<file path="src/rtl/uart_pkg.sv">
// Shared types and constants for the oversampling UART receiver.
package uart_pkg;

  // A port parameter is named PARITY, so the state literals carry a prefix.
  typedef enum logic [2:0] {
    ST_IDLE,
    ST_START,
    ST_DATA,
    ST_PARITY,
    ST_STOP
  } rx_state_e;

  localparam int PAR_NONE = 0;
  localparam int PAR_EVEN = 1;
  localparam int PAR_ODD  = 2;

  function automatic int clog2(input int v);
    int r;
    r = 0;
    while ((1 << r) < v) r++;
    return r;
  endfunction

endpackage

</file>
<file path="src/rtl/uart_rx_sync.sv">
// Two-flop synchronizer for the RX pin plus a falling-edge detector.
// All flops reset to 1 so a line held in reset never looks like a start edge.
module uart_rx_sync (
  input  logic clk,
  input  logic rst,
  input  logic rx,
  output logic rxs,
  output logic fall
);

  logic s1, s2, prev;

  always_ff @(posedge clk or posedge rst) begin
    if (rst) begin
      s1   <= 1'b1;
      s2   <= 1'b1;
      prev <= 1'b1;
    end else begin
      s1   <= rx;
      s2   <= s1;
      prev <= s2;
    end
  end

  assign rxs  = s2;
  assign fall = prev & ~s2;

endmodule

</file>
<file path="src/rtl/uart_rx_os.sv">
// Oversampling UART receiver: mid-bit sampling, optional parity, 1 or 2 stop bits.
// Define UART_RX_MAJORITY_EN for a 2-of-3 vote around each bit centre (+1 clock latency).
module uart_rx_os
  import uart_pkg::*;
#(
  parameter int CLKS_PER_BIT = 16,
  parameter int DATA_BITS    = 8,
  parameter int PARITY       = 0,
  parameter int STOP_BITS    = 1
) (
  input  logic                 clk,
  input  logic                 rst,
  input  logic                 rx,
  output logic [DATA_BITS-1:0] dout,
  output logic                 rx_done,
  output logic                 frame_err,
  output logic                 parity_err,
  output logic                 busy
);

  localparam int CNT_W = clog2(CLKS_PER_BIT);
  localparam int BIT_W = clog2(DATA_BITS + 1);
`ifdef UART_RX_MAJORITY_EN
  localparam int START_PT = CLKS_PER_BIT / 2;
`else
  localparam int START_PT = CLKS_PER_BIT / 2 - 1;
`endif
  localparam logic [CNT_W-1:0] START_CNT = CNT_W'(START_PT);
  localparam logic [CNT_W-1:0] LAST_CNT  = CNT_W'(CLKS_PER_BIT - 1);
  localparam logic [CNT_W-1:0] CNT_ONE   = CNT_W'(1);
  localparam logic [BIT_W-1:0] DATA_LAST = BIT_W'(DATA_BITS - 1);
  localparam logic [BIT_W-1:0] STOP_LAST = BIT_W'(STOP_BITS - 1);
  localparam logic [BIT_W-1:0] BIT_ONE   = BIT_W'(1);

  rx_state_e state, state_n;
  logic [CNT_W-1:0]     clk_cnt;
  logic [BIT_W-1:0]     bit_cnt;
  logic [DATA_BITS-1:0] shreg;
  logic                 par_err_r, frm_err_r;
  logic                 rxs, fall, bit_val;
  logic                 start_tick, tick, last_data, last_stop;
  logic                 par_x, par_calc;

  uart_rx_sync u_sync (
    .clk  (clk),
    .rst  (rst),
    .rx   (rx),
    .rxs  (rxs),
    .fall (fall)
  );

`ifdef UART_RX_MAJORITY_EN
  // Decision is taken one clock after the centre, voting centre-1, centre, centre+1.
  logic [1:0] hist;

  always_ff @(posedge clk or posedge rst) begin
    if (rst) hist <= 2'b11;
    else     hist <= {hist[0], rxs};
  end

  assign bit_val = (hist[1] & hist[0]) | (hist[1] & rxs) | (hist[0] & rxs);
`else
  assign bit_val = rxs;
`endif

  assign start_tick = (clk_cnt == START_CNT);
  assign tick       = (clk_cnt == LAST_CNT);
  assign last_data  = (bit_cnt == DATA_LAST);
  assign last_stop  = (bit_cnt == STOP_LAST);
  assign par_x      = (^shreg) ^ bit_val;
  assign par_calc   = (PARITY == PAR_ODD) ? ~par_x : par_x;
  assign busy       = (state != ST_IDLE);

  always_ff @(posedge clk or posedge rst) begin
    if (rst) state <= ST_IDLE;
    else     state <= state_n;
  end

  always_comb begin
    state_n = state;
    case (state)
      ST_IDLE:   if (fall) state_n = ST_START;
      ST_START:  if (start_tick) state_n = bit_val ? ST_IDLE : ST_DATA;
      ST_DATA:   if (tick && last_data)
                   state_n = (PARITY != PAR_NONE) ? ST_PARITY : ST_STOP;
      ST_PARITY: if (tick) state_n = ST_STOP;
      ST_STOP:   if (tick && last_stop) state_n = ST_IDLE;
      default:   state_n = ST_IDLE;
    endcase
  end

  always_ff @(posedge clk or posedge rst) begin
    if (rst) begin
      clk_cnt    <= '0;
      bit_cnt    <= '0;
      shreg      <= '0;
      par_err_r  <= 1'b0;
      frm_err_r  <= 1'b0;
      dout       <= '0;
      rx_done    <= 1'b0;
      frame_err  <= 1'b0;
      parity_err <= 1'b0;
    end else begin
      rx_done <= 1'b0;
      case (state)
        ST_IDLE: begin
          clk_cnt   <= '0;
          bit_cnt   <= '0;
          par_err_r <= 1'b0;
          frm_err_r <= 1'b0;
        end
        ST_START: clk_cnt <= start_tick ? '0 : clk_cnt + CNT_ONE;
        default: begin
          clk_cnt <= tick ? '0 : clk_cnt + CNT_ONE;
          if (tick) begin
            case (state)
              ST_DATA: begin
                for (int i = 0; i < DATA_BITS; i++)
                  if (bit_cnt == BIT_W'(i)) shreg[i] <= bit_val;
                bit_cnt <= last_data ? '0 : bit_cnt + BIT_ONE;
              end
              ST_PARITY: par_err_r <= par_calc;
              ST_STOP: begin
                if (!bit_val) frm_err_r <= 1'b1;
                bit_cnt <= bit_cnt + BIT_ONE;
                // Frame is published on the final stop sample so IDLE is
                // back well before the stop period ends.
                if (last_stop) begin
                  rx_done    <= 1'b1;
                  dout       <= shreg;
                  frame_err  <= frm_err_r | ~bit_val;
                  parity_err <= par_err_r;
                end
              end
              default: ;
            endcase
          end
        end
      endcase
    end
  end

endmodule

</file>
<file path="config.mk">
export PLATFORM = sky130hd
export DESIGN_NAME = uart_rx_os
export DESIGN_NICKNAME = d
export VERILOG_FILES = /design/src/rtl/uart_pkg.sv /design/src/rtl/uart_rx_sync.sv /design/src/rtl/uart_rx_os.sv
export SDC_FILE = /design/constraint.sdc
export NUM_CORES = 1
export LEC_CHECK = 0
export ABC_AREA = 1
export BUFFER_PORTS_ARGS = -buffer_cell sky130_fd_sc_hd__buf_2
export CAP_MARGIN = 5
export CORE_MARGIN = 2
export CORE_UTILIZATION = 31
export CTS_CLUSTER_DIAMETER = 200
export DETAILED_ROUTE_END_ITERATION = 16
export PLACE_DENSITY = 0.47
export RECOVER_POWER = 50
export REMOVE_ABC_BUFFERS = 1
export SYNTH_ARGS = -nofsm -noshare
export SYNTH_HDL_FRONTEND = slang
export SYNTH_SLANG_ARGS = --single-unit
export TNS_END_PERCENT = 50
</file>
<file path="constraint.sdc">
create_clock -name clk -period 3 [get_ports clk]
set_clock_uncertainty 0.15 [all_clocks]
set_input_delay 0.15 -clock clk [delete_from_list [all_inputs] [get_ports clk]]
set_output_delay 0.15 -clock clk [all_outputs]
set_load 0.05 [all_outputs]
</file>
== Word level (Yosys, flattened, before mapping) ==
Index checks and enable logic that the tools add are counted.
Word-level totals
  flip-flop bits (word level): 35
  bits in latches: 0
  bits in writable memories: 0
  memory bits (read-only): 0
  memories kept: 0
Operators by class
  add/sub/neg operators: 2
  multipliers: 0
  divide/modulo/power cells: 0
  $lt $le $gt $ge: 0
  eq/ne operators: 19
  shift-type cells: 0
  muxes and demuxes: 25
  bitwise operators: 6
  reduce and logical (&&, ||, !) cells: 24
Operators by type and width (number)
  4-bit AND reduction: 10
  4-bit case mux with 2 select lines: 3
  4-bit by 3-bit == test with 1-bit output (second input constant): 5
  4-bit two-way mux: 4
  3-bit two-way mux: 5
  3-bit case mux with 5 select lines: 1
  2-bit inequality test (second input constant): 6
  1-bit two-way mux: 9
  4-bit by 1-bit adder with 4-bit output (second input constant): 2
  4-bit by 2-bit == test with 1-bit output (second input constant): 2
  8-bit XOR reduction: 1
  3-bit by 2-bit == test with 1-bit output (second input constant): 2
  3-bit AND reduction: 2
  2-bit nonzero test: 3
  3-bit nonzero test: 2
  5-bit AND reduction: 1
  4-bit by 1-bit == test with 1-bit output (second input constant): 1
  4-bit == test (second input constant): 1
  4-bit zero test: 1
  1-bit case mux with 2 select lines: 2
  3-bit by 1-bit == test with 1-bit output (second input constant): 1
  3-bit == test (second input constant): 1
  3-bit zero test: 1
  1-bit NOT: 3
  6 further kinds: 7

== Logic depth before layout (Yosys ltp) ==
Gate-level depths: netlist of the first run.
  depth after elaboration: 5
  mapped depth: 11

== Modules after synthesis ==
Synthesis of the first run repeated with hierarchy kept, for this count alone.
Second synthesis, totals
  cell total of the unflattened synthesis: 234
  area total of the unflattened synthesis: 1875.5 µm²
By module, submodules not included
  uart_rx_os: instances 1, cells each 228, area each 1783.0 µm², sequential area each 800.8 µm²
  uart_rx_sync: instances 1, cells each 6, area each 92.6 µm², sequential area each 78.8 µm²

== Worst setup path after synthesis of the first run ==
Ideal clock, no wire load.
  path type: reg2reg
  start point: reg bit_cnt[0]
  end point: reg dout[1]
  library setup time: 0.118 ns
  arrival time: 1.271 ns
  slack: 1.462 ns
  stages on the path, launching flop included: 9
  path buffers: 1
  path through: dfrtp_1 -> inv_1 -> ha_1 -> nand3_2 -> nor2_4 -> nand2_4 -> buf_6 -> nand2_1 -> nand2_1
Between the ends
  cells in the longest elaborated chain, start to end: 2
Ends and longest elaborated chain
  from (decl): RTL line uart_rx_os.sv:37  | logic [BIT_W-1:0] bit_cnt;
  from (signal assigned): RTL line uart_rx_os.sv:120  | bit_cnt <= last_data ? '0 : bit_cnt + BIT_ONE;
  from (signal assigned): RTL line uart_rx_os.sv:125  | bit_cnt <= bit_cnt + BIT_ONE;
  4-bit zero test: RTL line uart_rx_os.sv:69  | assign last_stop = (bit_cnt == STOP_LAST);
  4-bit AND reduction (no source line)
  to (signal assigned): RTL line uart_rx_os.sv:130  | dout <= shreg;
  to (decl): RTL line uart_rx_os.sv:14  | output logic [DATA_BITS-1:0] dout,
No other way between the ends.
A chain may end at the register's enable or synchronous reset.

== Worst setup path in the final report of the first run ==
  start point: reg state[0]
  end point: out busy
Between the ends
  cells in the longest elaborated chain, start to end: 1
Ends and longest elaborated chain
  from (decl): RTL line uart_rx_os.sv:35  | rx_state_e state, state_n;
  from (signal assigned): RTL line uart_rx_os.sv:76  | else state <= state_n;
  3-bit nonzero test: RTL line uart_rx_os.sv:72  | assign busy = (state != ST_IDLE);
  to (decl): RTL line uart_rx_os.sv:18  | output logic busy
No other way between the ends.

==> qor.csv, run 1 <==
stage,metric,value,unit
critical_path,CP Cell Sequence,nor2_1 -> nand2_1 -> buf_2,
sta,min cycle time layout,1.79,ns
critical_path,critical path's largest stage delay,0.42,ns
layout,final cell utilization of the core,0.373,
critical_path,r2r setup slk,1.30,ns
worst_hold_path,Hold Path Class,flip-flop to flip-flop,
yosys,Post-Synth Adder-Cell Area,0.0342,
floorplan,IO Count,15,
detailed_routing,total number of vias,1367,
layout,Fill cells,602,
placement,# port buffers,14,
placement,Placed Cells,297,
yosys,mux cell area share after synthesis,0,
yosys,Synth Area in Simple Gates,0.302,
clock_network,Max Buffers Root-to-Sink,2,
detailed_routing,per-cell routed wire length,11.2,um
critical_path,Slowest cell on crit path,dfrtp_1,
critical_path,arrival time at the worst endpoint,1.49,ns
placement,DP HPWL,2620,um
clock_network,cts repair resizes,0,
clock_network,clk_lat worst skew,0.29,ns
sta,final-report hold violation count,0,
power,Power Total,1.51,mW
layout,design area,2090,um2
sta,Hold Slack,0.211,ns
yosys,Yosys reg bits,35,
critical_path,r2r endpoint,bit_cnt[3],
worst_hold_path,hold-critical path depth,0,
clock_network,CTS Buf Count,5,
floorplan,die width,80.8,um
critical_path,reg2reg start,state[0],
clock_network,CTS tree,built,
detailed_routing,DRT Wirelength,3440,um
sta,fin crit share,0.597,
global_route,vias in the first global route,1289,
yosys,"Seq/Total Area, Yosys",0.481,
yosys,Post-Synth XOR/XNOR Area,0.00958,
global_route,first-pass GRT wire length,6070,um
placement,GP Congestion,0.792,
floorplan,starting density of the core,0.326,
flow_run,# Max-Cap Violations,0,
layout,share of layout cells above drive strength 1,0.196,
floorplan,DIE HEIGHT,80.8,um
power,Pleak,1.02,nW
sta,relative slew slack,0.429,
floorplan,Die ar.,6530,um2
clock_network,H-tree depth,2,
critical_path,worst r2r path cells,6,
critical_path,buffers and inverters on the worst path,1,
clock_network,CTS Sinks,35,
global_route,antenna violations before repair,0,
clock_network,CTS root buffer,clkbuf_8,
detailed_routing,vias per cell,4.45,
sta,final setup vio count,0,
sta,RSZ-0062 raised after global routing,no,
critical_path,critical path endpoint,busy,
floorplan,FP Rows,27,
detailed_routing,DRT Pass-1 Iters,4,
critical_path,CP max FO,7,
placement,Post-Place Setup Slack,1.36,ns
sta,pins over their slew limit,0,
sta,setup TNS,0,ns
critical_path,crit start category,flip-flop,
power,Peak VDD IR,350,uV
placement,Placed Area,1980,um2
layout,# nets final,242,
yosys,"Warnings, synthesis",0,
clock_network,Post-CTS Setup Inserts,0,
yosys,Syn Area/Cell,8.62,um2
yosys,synthesized area,1830,um2
global_route,GRT Total Usage,0.124,
yosys,fraction of the mapped netlist area in compound gates,0.0999,
clock_network,clock-pin transition on the worst setup and hold timing paths,0.07,ns
clock_network,"Hold-fix buffers, CTS",2,
layout,Post-Layout Cell Count,307,
detailed_routing,Final ANT Viol Nets,0,
critical_path,crit end category,primary output,
critical_path,critical path class,flip-flop to primary output,
sta,setup ws final,1.21,ns
global_route,largest net degree at the start of global routing,24,
sta,Slew @ Worst Pin,0.856,ns
sta,FMAX,0.558,GHz
outcome,outcome,finished clean,
critical_path,WP data required,2.70,ns
critical_path,crit path from,state[0],
detailed_routing,Post-route DRC,0,
floorplan,core area,5610,um2
critical_path,Top delay family on crit path,simple AND/OR/NAND/NOR gates,
layout,P&R area growth vs syn,14.4,%
global_route,total grt overflow,0,
yosys,largest family of logic cells by synthesized area,simple AND/OR/NAND/NOR gates,
layout,diodes inserted,0,
power,Power Density,722,nW/um2
yosys,Cells after Synth,212,
yosys,synth unique cells,28,
critical_path,Crit path depth,3,
detailed_routing,DR iter-0 viols,51,
-- layout make-up --
cell class              instances  area [um2]  share of cell area
multi-input cells             145         802               0.384
clock buffers                   6        82.6              0.0395
well taps                      72        90.1              0.0431
repair buffers                 17        83.8              0.0401
flip-flops and latches         35         880               0.421
clock inverters                 2        35.0              0.0168
inverters                      30         118              0.0563
-- worst register-to-register path, cell delays in order, from the launching register on --
cell and delay [ns]:
dfrtp_1 0.42, nor2_1 0.25, nand2_1 0.26, inv_1 0.23
a31oi_1 0.09, nor2_1 0.16, nor2_2 0.05
-- cells in the mapped netlist --
cell      instances  share of area
a21oi_1           8          0.022
a31oi_1           1         0.0034
buf_2             1         0.0027
buf_6             1         0.0062
dfrtp_1          32           0.44
dfstp_2           3          0.043
ha_1              5          0.034
inv_1            20          0.041
inv_2             8          0.016
inv_4             2         0.0068
nand2_1          58           0.12
nand2_2           4          0.014
nand2_4           2          0.012
nand3_1          15          0.041
nand3_2           1         0.0055
nand4_1           7          0.024
nor2_1           10          0.021
nor2_2            2         0.0068
nor2_4            5          0.031
nor2_8            1          0.011
nor3_1            3         0.0082
nor3_4            1         0.0089
o211ai_1          1         0.0041
o21ai_0           2         0.0055
o21ai_1           8          0.022
o21ai_2           9          0.043
xnor2_1           1         0.0048
xor2_1            1         0.0048
-- flip-flops by register name (all words and copies together) (netlist names) --
| register | flops |
|---|---|
| dout | 8 |
| shreg | 8 |
| bit_cnt | 4 |
| clk_cnt | 4 |
| state | 3 |
| frame_err | 1 |
| frm_err_r | 1 |
| par_err_r | 1 |
| parity_err | 1 |
| rx_done | 1 |
| u_sync.prev | 1 |
| u_sync.rxs | 1 |
| u_sync.s1 | 1 |
-- power breakdown --
| part | switching (mW) | leakage, nW | internal, mW |
|---|---|---|---|
| logic | 0.351 | 0.495 | 0.143 |
| clock network | 0.168 | 0.0612 | 0.269 |
| registers | 0.0493 | 0.468 | 0.529 |
| total | 0.568 | 1.02 | 0.941 |
-- how the worst min path moves through the flow --
| stage | startpoint | to | slack [ns] |
|---|---|---|---|
| final | u_sync.s1 | u_sync.rxs | 0.21 |
| after global routing | u_sync.s1 | u_sync.rxs | 0.23 |
| after CTS | u_sync.s1 | u_sync.rxs | 0.21 |
| after detailed placement | rx | u_sync.s1 | 0.11 |
| after global placement | rx | u_sync.s1 | 0.11 |
| after floorplan | rx | u_sync.s1 | 0.004 |
-- kinds of logic after synthesis --
group,after synthesis
AND/OR/NAND/NOR,109
buffers and inverters,32
XOR/XNOR,2
AO/OA/AOI/OAI,29
adder cells (fa/ha/maj),5
flip-flops,35
-- per-layer routing --
layer | vias to the layer above | routed length [um] | GRT usage
met4 | 0 | 73 | 0.0559
li1 | 728 | - | -
met3 | 6 | 145 | 0.0333
met2 | 21 | 1480 | 0.182
met1 | 612 | 1740 | 0.173
met5 | - | 0 | 0
-- layout by cell type, fill, tap and decap left out, types with 3 or more instances in the layout --
cell       n
ha_1       5
clkbuf_8   6
nor3_1     3
o21ai_2    9
nor2_1    11
clkbuf_1  11
dfrtp_1   32
nand3_1   15
nand2_2    3
o21ai_1    8
inv_1     20
nand2_1   60
inv_2      8
nor2_4     5
nand4_1    7
a21oi_1    8
buf_2      3
Note: power is estimated with default switching activity, not from simulation.
==> run 2, diff against run 1 <==
- PLACE_DENSITY: 0.47 -> 0.48
- clock period: 3 -> 1.5 ns (I/O delays scaled with it)
==> run 2 against run 1 <==
Effect of this change: total power grew 140%; the flow now finishes with violations (setup timing); clock power grew 100%; highest routed layer unchanged; first-iteration DRC count grew 3.9%; via count grew 11%; critical path depth grew 6; final cell count grew 10%; cell area grew 18%.
==> qor.csv, run 2 (synthesis results as in run 1) <==
stage,metric,value,unit,change
detailed_routing,DR iter-0 viols,53,,+3.9%
sta,pins over their slew limit,0,,unchanged
sta,relative slew slack,0.483,,+0.0544
sta,final-report hold violation count,0,,unchanged
sta,fin crit share,1.02,,
detailed_routing,total number of vias,1519,,+11%
sta,setup TNS,-0.180,ns,-0.180 ns
detailed_routing,per-cell routed wire length,12.0,um,+7.0%
placement,# port buffers,14,,unchanged
power,Pleak,1.25,nW,+22%
flow_run,# Max-Cap Violations,0,,unchanged
sta,setup ws final,-0.0312,ns,-1.24 ns
global_route,total grt overflow,0,,unchanged
critical_path,r2r setup slk,-0.03,ns,-1.33 ns
detailed_routing,DRT Wirelength,4060,um,+18%
detailed_routing,vias per cell,4.48,,+0.63%
layout,share of layout cells above drive strength 1,0.367,,+0.171
sta,Slew @ Worst Pin,0.775,ns,-0.0806 ns
critical_path,CP max FO,5,,-2
layout,highest-count cells in the layout ignoring fill and taps,"58 x nand2_1, 32 x dfrtp_1, 26 x buf_4",,
floorplan,FP Rows,27,,unchanged
critical_path,crit end category,flip-flop,,
sta,Hold Slack,0.214,ns,+0.00331 ns
placement,Post-Place Setup Slack,-0.0540,ns,-1.41 ns
power,Peak VDD IR,853,uV,+140%
floorplan,starting density of the core,0.326,,unchanged
clock_network,CTS root buffer,clkbuf_8,,
sta,final setup vio count,10,,+10
floorplan,DIE HEIGHT,80.8,um,unchanged
sta,RSZ-0062 raised after global routing,yes,,
worst_hold_path,hold-critical path depth,0,,unchanged
sta,FMAX,0.653,GHz,
detailed_routing,Post-route DRC,0,,unchanged
layout,biggest regs,"dout: 8 flops, shreg: 8 flops",,
global_route,vias in the first global route,1520,,+18%
clock_network,clk_lat worst skew,0.29,ns,about the same
global_route,first-pass GRT wire length,7130,um,+18%
global_route,antenna violations before repair,0,,unchanged
layout,# nets final,274,,+13%
worst_hold_path,Hold Path Class,flip-flop to flip-flop,,
critical_path,critical path class,flip-flop to flip-flop,,
detailed_routing,Final ANT Viol Nets,0,,unchanged
floorplan,Die ar.,6530,um2,unchanged
outcome,failing checks,setup timing,,
placement,GP Congestion,0.798,,+0.69%
detailed_routing,DRT Pass-1 Iters,4,,unchanged
layout,diodes inserted,0,,unchanged
clock_network,Max Buffers Root-to-Sink,2,,unchanged
clock_network,CTS Buf Count,5,,unchanged
layout,"most common cell after layout, fill and taps aside",nand2_1,,
global_route,GRT Total Usage,0.144,,+0.0196
placement,DP HPWL,2730,um,+4.3%
floorplan,core area,5610,um2,unchanged
critical_path,worst r2r path cells,9,,+3
clock_network,CTS Sinks,35,,unchanged
critical_path,crit start category,flip-flop,,
critical_path,arrival time at the worst endpoint,1.56,ns,+0.07 ns
clock_network,H-tree depth,2,,unchanged
clock_network,CTS tree,built,,
outcome,outcome,"complete, but fails checks",,
critical_path,WP data required,1.52,ns,-1.18 ns
sta,min cycle time layout,1.53,ns,
clock_network,clock-pin transition on the worst setup and hold timing paths,0.07,ns,about the same
global_route,largest net degree at the start of global routing,36,,+50%
power,Power Density,1470,nW/um2,+100%
layout,P&R area growth vs syn,34.5,%,
floorplan,die width,80.8,um,unchanged
floorplan,IO Count,15,,unchanged
[run 2: layer usage]
layer,global-route usage,part of all wire
met5,0,0
met4,0.0661,0.024
met3,0.0389,0.033
met2,0.230,0.46
met1,0.182,0.48
[run 2: path summary, 6_finish.rpt]
kind                              end        from
setup / recovery            frame_err  clk_cnt[0]
hold / removal             u_sync.rxs   u_sync.s1
setup reg to reg            frame_err  clk_cnt[0]
hold reg to reg            u_sync.rxs   u_sync.s1
max in group asynchronous    shreg[6]         rst
min in group asynchronous    shreg[3]         rst
[run 2: per-stage QoR]
stage	total power, mW	area, um2	instances	utilization
final	3.60	2460	339	0.438
after global routing	3.86	2460	339	0.438
after CTS	3.58	2420	338	0.431
after detailed placement	2.44	2120	316	0.378
after global placement	2.44	2120	316	0.378
after floorplan	1.99	1810	210	-
[run 2: power by group]
group / total (mW) / switching, mW / internal [mW] / leakage, nW
Sequential: 1.15 / 0.0931 / 1.06 / 0.468
Clock: 0.893 / 0.355 / 0.538 / 0.0612
Combinational: 1.56 / 0.902 / 0.656 / 0.720
[run 2: layout make-up]
class | count | area, um2
clock buffers | 6 | 82.6
clock inverters | 2 | 35.0
fillers | 592 | 3150
inverters | 30 | 120
multi-input cells | 148 | 903
flip-flops and latches | 35 | 880
well taps | 72 | 90.1
repair buffers | 46 | 348
[run 2: repair_timing]
action	in CTS	in global routing
cloned	3	0
hold buffers	2	0
gates resized for setup	7	9
pin swaps	4	3
setup endpoints to repair	17	30
hold endpoints to repair	33	0
setup buffers	9	1
[run 2: worst max-delay path, stage by stage (launching register included)]
cell and delay (ns):
dfrtp_1 0.35, ha_2 0.19, nand2_2 0.07, nor2_4 0.12, inv_4 0.08, nor2_4 0.12
buf_12 0.14, nand2_8 0.07, nand2_1 0.08, o21ai_2 0.05
==> run 3, diff against run 2 <==
- BUFFER_PORTS_ARGS: -buffer_cell sky130_fd_sc_hd__buf_2 -> default
- DONT_BUFFER_PORTS: default -> 1
- PLACE_DENSITY: 0.48 -> 0.46
==> run 3 against run 2 <==
Effect of this change: the flow still finishes with violations (setup timing); cell area fell by 2.2%; count of clock-buffer cells in the layout fell by 1; hold slack got worse by 0.038 ns; maximum frequency rose by 0.64%; wire length fell by 3.8%; non-clock buffer count fell by 10; critical path type unchanged; largest cell class unchanged; largest power group unchanged; highest routed layer unchanged.
==> qor.csv, run 3 (synthesis results as in run 1) <==
stage,metric,value,unit,change
outcome,outcome,"complete, but fails checks",,
outcome,failing checks,setup timing,,
worst_hold_path,Hold Path Class,primary input to flip-flop,,
global_route,largest net degree at the start of global routing,36,,unchanged
detailed_routing,DR iter-0 viols,71,,+34%
global_route,first-pass GRT wire length,6530,um,-8.3%
layout,highest-count cells in the layout ignoring fill and taps,"58 x nand2_1, 32 x dfrtp_1, 28 x buf_4",,
critical_path,WP data required,1.53,ns,about the same
placement,Post-Place Setup Slack,-0.0463,ns,+0.00772 ns
layout,# nets final,263,,-4.0%
sta,Slew @ Worst Pin,0.897,ns,+0.121 ns
placement,DP HPWL,2670,um,-2.1%
power,Power Density,1430,nW/um2,-2.2%
critical_path,CP max FO,5,,unchanged
floorplan,DIE HEIGHT,80.8,um,unchanged
floorplan,die width,80.8,um,unchanged
sta,final setup vio count,8,,-2
sta,RSZ-0062 raised after global routing,yes,,
global_route,GRT Total Usage,0.133,,-0.0113
power,Peak VDD IR,519,uV,-39%
clock_network,CTS Sinks,35,,unchanged
sta,final-report hold violation count,0,,unchanged
critical_path,crit start category,flip-flop,,
clock_network,CTS Buf Count,5,,unchanged
clock_network,CTS tree,built,,
detailed_routing,DRT Pass-1 Iters,4,,unchanged
detailed_routing,total number of vias,1458,,-4.0%
critical_path,critical path class,flip-flop to flip-flop,,
clock_network,clock-pin transition on the worst setup and hold timing paths,0.07,ns,about the same
critical_path,crit end category,flip-flop,,
sta,min cycle time layout,1.52,ns,-0.00971 ns
global_route,antenna violations before repair,0,,unchanged
placement,# port buffers,0,,-14
sta,relative slew slack,0.402,,-0.0809
floorplan,core area,5610,um2,unchanged
layout,biggest regs,"dout: 8 flops, shreg: 8 flops",,
detailed_routing,Post-route DRC,0,,unchanged
floorplan,starting density of the core,0.326,,unchanged
layout,share of layout cells above drive strength 1,0.336,,-0.0311
sta,FMAX,0.657,GHz,+0.64%
floorplan,IO Count,15,,unchanged
sta,fin crit share,1.01,,-0.00647
clock_network,H-tree depth,2,,unchanged
power,Pleak,1.18,nW,-5.3%
layout,"most common cell after layout, fill and taps aside",nand2_1,,
floorplan,Die ar.,6530,um2,unchanged
global_route,vias in the first global route,1365,,-10%
clock_network,Max Buffers Root-to-Sink,2,,unchanged
sta,setup ws final,-0.0215,ns,+0.00971 ns
clock_network,clk_lat worst skew,0.30,ns,about the same
critical_path,arrival time at the worst endpoint,1.55,ns,about the same
placement,GP Congestion,0.745,,-6.6%
critical_path,crit path from,clk_cnt[0],,
detailed_routing,Final ANT Viol Nets,0,,unchanged
detailed_routing,per-cell routed wire length,11.9,um,-0.57%
clock_network,CTS root buffer,clkbuf_8,,
detailed_routing,vias per cell,4.45,,-0.80%
flow_run,# Max-Cap Violations,0,,unchanged
layout,P&R area growth vs syn,31.6,%,
global_route,total grt overflow,0,,unchanged
layout,diodes inserted,0,,unchanged
detailed_routing,DRT Wirelength,3910,um,-3.8%
sta,pins over their slew limit,0,,unchanged
critical_path,reg2reg start,clk_cnt[0],,
worst_hold_path,min-delay src,rx,,
floorplan,FP Rows,27,,unchanged
layout,Fill cells,573,,-3.2%
power,Power Total,3.45,mW,-4.3%
## run 3: path summary, 6_finish.rpt
kind,to,slack [ns],depth (start not counted)
setup / recovery,dout[6],-0.02,9
hold / removal,u_sync.s1,0.18,1
setup reg to reg,dout[6],-0.02,9
hold reg to reg,u_sync.rxs,0.21,0
max in group asynchronous,bit_cnt[1],0.29,3
min in group asynchronous,dout[5],0.34,3
## run 3: worst max-delay path, cell delays in order, from the launching register on
cell,delay (ns)
dfrtp_1,0.35
ha_2,0.19
nand2_2,0.07
nor2_4,0.12
inv_4,0.08
nor2_4,0.13
buf_6,0.13
nand2_8,0.06
nand2_1,0.08
o21ai_2,0.05
## run 3: report_power, final
group | internal (mW) | switching (mW) | leakage, nW | total [mW]
Clock | 0.495 | 0.367 | 0.0581 | 0.862
Combinational | 0.590 | 0.849 | 0.656 | 1.44
Sequential | 1.06 | 0.0873 | 0.469 | 1.15
## run 3: stage by stage
step / hold slack, ns / area [um2] / std cells / util / setup TNS [ns]
after CTS: 0.163 / 2310 / 323 / 0.411 / -0.219
after global placement: -0.0705 / 2120 / 310 / 0.379 / -0.174
final: 0.177 / 2400 / 328 / 0.429 / -0.102
after global routing: 0.167 / 2400 / 328 / 0.429 / -2.25
after detailed placement: -0.0705 / 2120 / 310 / 0.379 / -0.195
after floorplan: -0.0705 / 1810 / 210 / - / 0
## run 3: final cells by class
cell class	count	area, um2	area share
clock inverter	3	43.8	0.0182
clock buffer	5	68.8	0.0286
timing repair buffer	36	318	0.132
multi-input combinational	147	887	0.369
tap	72	90.1	0.0375
sequential	35	880	0.366
inverter	30	118	0.0489
## run 3: layer usage
metal	share of wire	track usage	wire (um)	vias to the layer above
met4	0.023	0.0712	90	0
met5	0	0	0	-
li1	-	-	-	774
met3	0.027	0.0278	107	7
met1	0.51	0.182	1980	656
met2	0.44	0.197	1730	21
## run 3: repair_timing
item	in CTS	in global routing
cloned	0	2
hold endpoints to repair	36	0
pin swaps	2	5
endpoints found under the setup margin	18	30
setup buffers	3	3
hold buffers	2	0
gates resized for setup	5	7
